==> src/rtl/fifo_uart_tx.sv <==
// UART transmitter draining a synchronous FIFO with combinational read data.
// It pops a word whenever it is idle or finishing the final stop bit, then
// sends start bit, DATA_SIZE data bits LSB-first, optional even parity and
// STOP_BITS stop bits. Each bit lasts CLKS_PER_BIT clocks.
module fifo_uart_tx #(
    parameter int DATA_SIZE    = 8,
    parameter int CLKS_PER_BIT = 16,
    parameter int PARITY_EN    = 0,
    parameter int STOP_BITS    = 1
) (
    input  logic                 clk,
    input  logic                 rst,
    input  logic                 enable,
    input  logic                 fifo_empty,
    input  logic [DATA_SIZE-1:0] fifo_data,
    output logic                 fifo_pop,
    output logic                 tx,
    output logic                 busy,
    output logic                 frame_done
);

    localparam int CW = $clog2(CLKS_PER_BIT);
    // Wide enough for both the data-bit index and the stop-bit index.
    localparam int BW = $clog2(DATA_SIZE + 1);
    localparam logic [CW-1:0] BAUD_LAST = CW'(CLKS_PER_BIT - 1);
    localparam logic [BW-1:0] DATA_LAST = BW'(DATA_SIZE - 1);
    localparam logic [BW-1:0] STOP_LAST = BW'(STOP_BITS - 1);

    typedef enum logic [2:0] {
        IDLE,
        START,
        DATA,
        PARITY,
        STOP
    } state_t;

    state_t               state_reg, state_next;
    logic [CW-1:0]        baud_reg, baud_next;
    logic [BW-1:0]        bit_reg, bit_next;
    logic [DATA_SIZE-1:0] shift_reg, shift_next;
    logic                 parity_reg, parity_next;
    logic                 tx_reg, tx_next;
    logic                 busy_reg, busy_next;
    logic                 done_reg, done_next;
    logic                 bit_end;
    logic                 pop_slot;

    assign tx         = tx_reg;
    assign busy       = busy_reg;
    assign frame_done = done_reg;

    // State, counters and registered line outputs.
    always_ff @(posedge clk) begin
        if (rst) begin
            state_reg  <= IDLE;
            baud_reg   <= '0;
            bit_reg    <= '0;
            shift_reg  <= '0;
            parity_reg <= 1'b0;
            tx_reg     <= 1'b1;
            busy_reg   <= 1'b0;
            done_reg   <= 1'b0;
        end else begin
            state_reg  <= state_next;
            baud_reg   <= baud_next;
            bit_reg    <= bit_next;
            shift_reg  <= shift_next;
            parity_reg <= parity_next;
            tx_reg     <= tx_next;
            busy_reg   <= busy_next;
            done_reg   <= done_next;
        end
    end

    // Next-state logic, pop request, and the next values of the output
    // registers (derived from the next state so they line up with it).
    always_comb begin
        state_next  = state_reg;
        baud_next   = baud_reg;
        bit_next    = bit_reg;
        shift_next  = shift_reg;
        parity_next = parity_reg;

        bit_end  = (baud_reg == BAUD_LAST);
        pop_slot = (state_reg == IDLE) ||
                   ((state_reg == STOP) && bit_end && (bit_reg == STOP_LAST));
        fifo_pop = pop_slot && enable && !fifo_empty && !rst;

        if (state_reg != IDLE) begin
            baud_next = bit_end ? '0 : baud_reg + CW'(1);
        end

        case (state_reg)
            IDLE: begin
                baud_next = '0;
                bit_next  = '0;
            end
            START: begin
                if (bit_end) begin
                    state_next = DATA;
                    bit_next   = '0;
                end
            end
            DATA: begin
                if (bit_end) begin
                    shift_next = shift_reg >> 1;
                    if (bit_reg == DATA_LAST) begin
                        state_next = (PARITY_EN != 0) ? PARITY : STOP;
                        bit_next   = '0;
                    end else begin
                        bit_next = bit_reg + BW'(1);
                    end
                end
            end
            PARITY: begin
                if (bit_end) begin
                    state_next = STOP;
                    bit_next   = '0;
                end
            end
            STOP: begin
                if (bit_end) begin
                    if (bit_reg == STOP_LAST) begin
                        state_next = IDLE;
                        bit_next   = '0;
                    end else begin
                        bit_next = bit_reg + BW'(1);
                    end
                end
            end
            default: begin
                state_next = IDLE;
                baud_next  = '0;
                bit_next   = '0;
            end
        endcase

        // A pop overrides everything: load the word and start a new frame.
        if (fifo_pop) begin
            shift_next  = fifo_data;
            parity_next = ^fifo_data;
            state_next  = START;
            baud_next   = '0;
            bit_next    = '0;
        end

        case (state_next)
            IDLE:    tx_next = 1'b1;
            START:   tx_next = 1'b0;
            DATA:    tx_next = shift_next[0];
            PARITY:  tx_next = parity_next;
            STOP:    tx_next = 1'b1;
            default: tx_next = 1'b1;
        endcase

        busy_next = (state_next != IDLE);
        done_next = (state_next == STOP) && (baud_next == BAUD_LAST) &&
                    (bit_next == STOP_LAST);
    end

endmodule

==> config.mk <==
export PLATFORM = sky130hd
export DESIGN_NAME = fifo_uart_tx
export DESIGN_NICKNAME = d
export VERILOG_FILES = /design/src/rtl/fifo_uart_tx.sv
export SDC_FILE = /design/constraint.sdc
export NUM_CORES = 1
export LEC_CHECK = 0
export CORE_ASPECT_RATIO = 0.7
export CORE_MARGIN = 2
export CORE_UTILIZATION = 45
export DETAILED_ROUTE_END_ITERATION = 16
export MAX_ROUTING_LAYER = met4
export PLACE_DENSITY = 0.77
export SKIP_CTS_REPAIR_TIMING = 1
export SLEW_MARGIN = 30
export SYNTH_ARGS = -nofsm -noshare
export SYNTH_HDL_FRONTEND = slang
export SYNTH_SLANG_ARGS = --single-unit
==> constraint.sdc <==
create_clock -name clk -period 2.8 [get_ports clk]
set_input_delay 0.42 -clock clk [delete_from_list [all_inputs] [get_ports clk]]
set_output_delay 0.42 -clock clk [all_outputs]
set_load 0.03 [all_outputs]
==> results_dict.tcl <==
set metrics [dict create \
    die_area_um2 3280 \
    clkSinkCount 23 \
    synth_cells 152 \
    drt_first_pass_iters 4 \
    place_inst 196 \
    rows 16 \
    grt_use_total_pct 19.0 \
    slew_headroom_pct 51.0 \
    largest_reg_flops 8 \
    postRouteAntennaNets 0 \
    required_ns 2.38 \
    synth_area_per_cell_um2 8.37 \
    syn_area_um2 1270 \
    clock_latency_ns 0.27 \
    ys_seq_area_share_pct 36.2 \
    synth.distinct_cells 44 \
    wire_per_inst_um 13.8 \
    start_kind "flop" \
    holdWs_ns 0.491 \
    cts_root_buffer "clkbuf_8" \
    dpl.hpwl_mm 2.03 \
    critical_path.max_fanout 17 \
    ys_warn_count 0 \
    synthFlopType "dfxtp_1" \
    ys_ff_latch 23 \
    final_util_pct 54.2 \
    vias 1139 \
    gr-total-overflow 0 \
    grt_setup_unrepaired "false" \
    grt_pass1_wl_mm 4.74 \
    power_density_nw_per_um2 424 \
    finalSetupTns_ns 0 \
    drive_gt1_share_pct 7.93 \
    core_um2 2740 \
    crit_arrival_ns 2.04 \
    async_flop_share_pct 0 \
    port_buffers 15 \
    viasPerCell 5.70 \
    fmax_mhz 406 \
    ir_drop_uv 223 \
    antenna_cells 0 \
    antenna_found_initial 0 \
    place_area_um2 1440 \
    synth_edf_count 0 \
    mostFrequentLayoutCells "dfxtp_1 (23), nor2_1 (17), clkdlybuf4s50_1 (14), nand3_1 (13), nand2_1 (12)" \
    drc_errors 0 \
    crit_type "flop to output port" \
    min_path_cells 2 \
    status "finished clean" \
    initial_core_util_pct 46.4 \
    io_pins 16 \
    initialDrtViolationCount 65 \
    crit_path_end_kind "output port" \
    finalSetupViolations 0 \
    p_leak_nw 0.527 \
    tightest_slew_ns 0.736 \
    die_w_um 67.6 \
    min_path_type "flop to flop" \
    final_cells 200 \
    gp_congestion 0.806 \
    cts.clk_slew.worst_paths_ns 0.08 \
    finalInstanceArea_um2 1490 \
    maxSlewViolCount 0 \
    finalHoldViolations 0 \
    fin_worst_skew_ns 0.00784 \
    final_common_cell "dfxtp_1" \
    cts_buffer_depth 2 \
    grt_pass1_vias 1023 \
    syn_nets 167 \
    areaGrowthSynthToFinish_pct 16.7 \
    die_y_um 48.5 \
    period_share_pct 88.0 \
    cap_viol_max_count 0 \
    wl_mm 2.77 \
    grt_max_degree 23 \
    cts_tree "done" \
    period_minus_slack_ns 2.46 \
    numCtsBuffers 3 \
    htree_levels 1 \
    rr_worst_depth 6 \
    fin_nets 180 \
]
==> power by group <==
group	internal [mW]	switching [mW]	total, mW
sequential	0.337	0.00789	0.345
clock	0.0994	0.107	0.206
combinational	0.0403	0.0384	0.0787
total	0.476	0.153	0.629
==> cell type report <==
type | instances | area [um2]
flip-flops and latches | 23 | 460
fillers | 248 | 1260
well taps | 36 | 45.0
multi-input cells | 116 | 756
clock buffers | 3 | 41.3
inverters | 4 | 15.0
repair buffers | 17 | 163
clock inverters | 1 | 5.00
==> synthesized netlist by cell type, types with 2 or more instances <==
cell | count | area [um2]
xnor2_1 | 8 | 70.1
dfxtp_1 | 23 | 460
nor4bb_1 | 2 | 20.0
nand3_1 | 13 | 65.1
clkbuf_1 | 2 | 7.51
nor3_1 | 2 | 10.0
a311o_1 | 2 | 20.0
and3_1 | 2 | 12.5
inv_1 | 3 | 11.3
nor2b_1 | 3 | 18.8
nor4_1 | 4 | 25.0
o21ai_1 | 2 | 10.0
nand2_1 | 12 | 45.0
nor2_1 | 17 | 63.8
a31oi_1 | 2 | 12.5
nand2b_1 | 2 | 12.5
a311oi_1 | 9 | 78.8
xor2_1 | 3 | 26.3
o21ai_0 | 3 | 15.0
a211oi_1 | 2 | 15.0
buf_2 | 6 | 30.0
ha_1 | 3 | 37.5
a21oi_1 | 6 | 30.0
==> worst paths after layout <==
| path | start | to | slack [ns] |
|---|---|---|---|
| min | shift_reg[7] | shift_reg[7] | 0.49 |
| max | bit_reg[0] | fifo_pop | 0.34 |
| min reg2reg | shift_reg[7] | shift_reg[7] | 0.49 |
| max reg2reg | baud_reg[0] | tx | 0.65 |
==> critical path, stage by stage, from the launching register on <==
cell and delay, ns:
dfxtp_1 0.34, inv_1 0.08, ha_1 0.13, or3b_4 0.41, o21ai_1 0.22, nand2_2 0.23, inv_2 0.17, buf_4 0.17
==> per-layer routing <==
layer | up-vias | GRT usage (%) | share of wire [%]
met5 | - | - | 0
met4 | 0 | 3.06 | 0.72
met3 | 5 | 4.88 | 6.5
met2 | 30 | 25.8 | 42
met1 | 526 | 28.7 | 51
li1 | 578 | - | -
==> kinds of logic (layout without fill, tap and decap cells) <==
kind of cell	after synthesis	after routing	share of synthesized area, %
and+or+nand+nor	68	68	28.7
AOI/OAI and AO/OA	33	33	19.4
DFF	23	23	36.2
buffers and inverters	13	25	4.42
xor gates and xnor gates	11	11	7.57
adders and majority gates	3	3	2.95
muxes	1	1	0.787
==> stage by stage <==
step	total power, mW	worst slack, ns
final	0.629	0.337
after global routing	0.664	0.173
after CTS	0.634	0.347
after detailed placement	0.430	0.559
after global placement	0.428	0.557
after floorplan	0.398	0.983
Power figures use the tool's default switching activity.
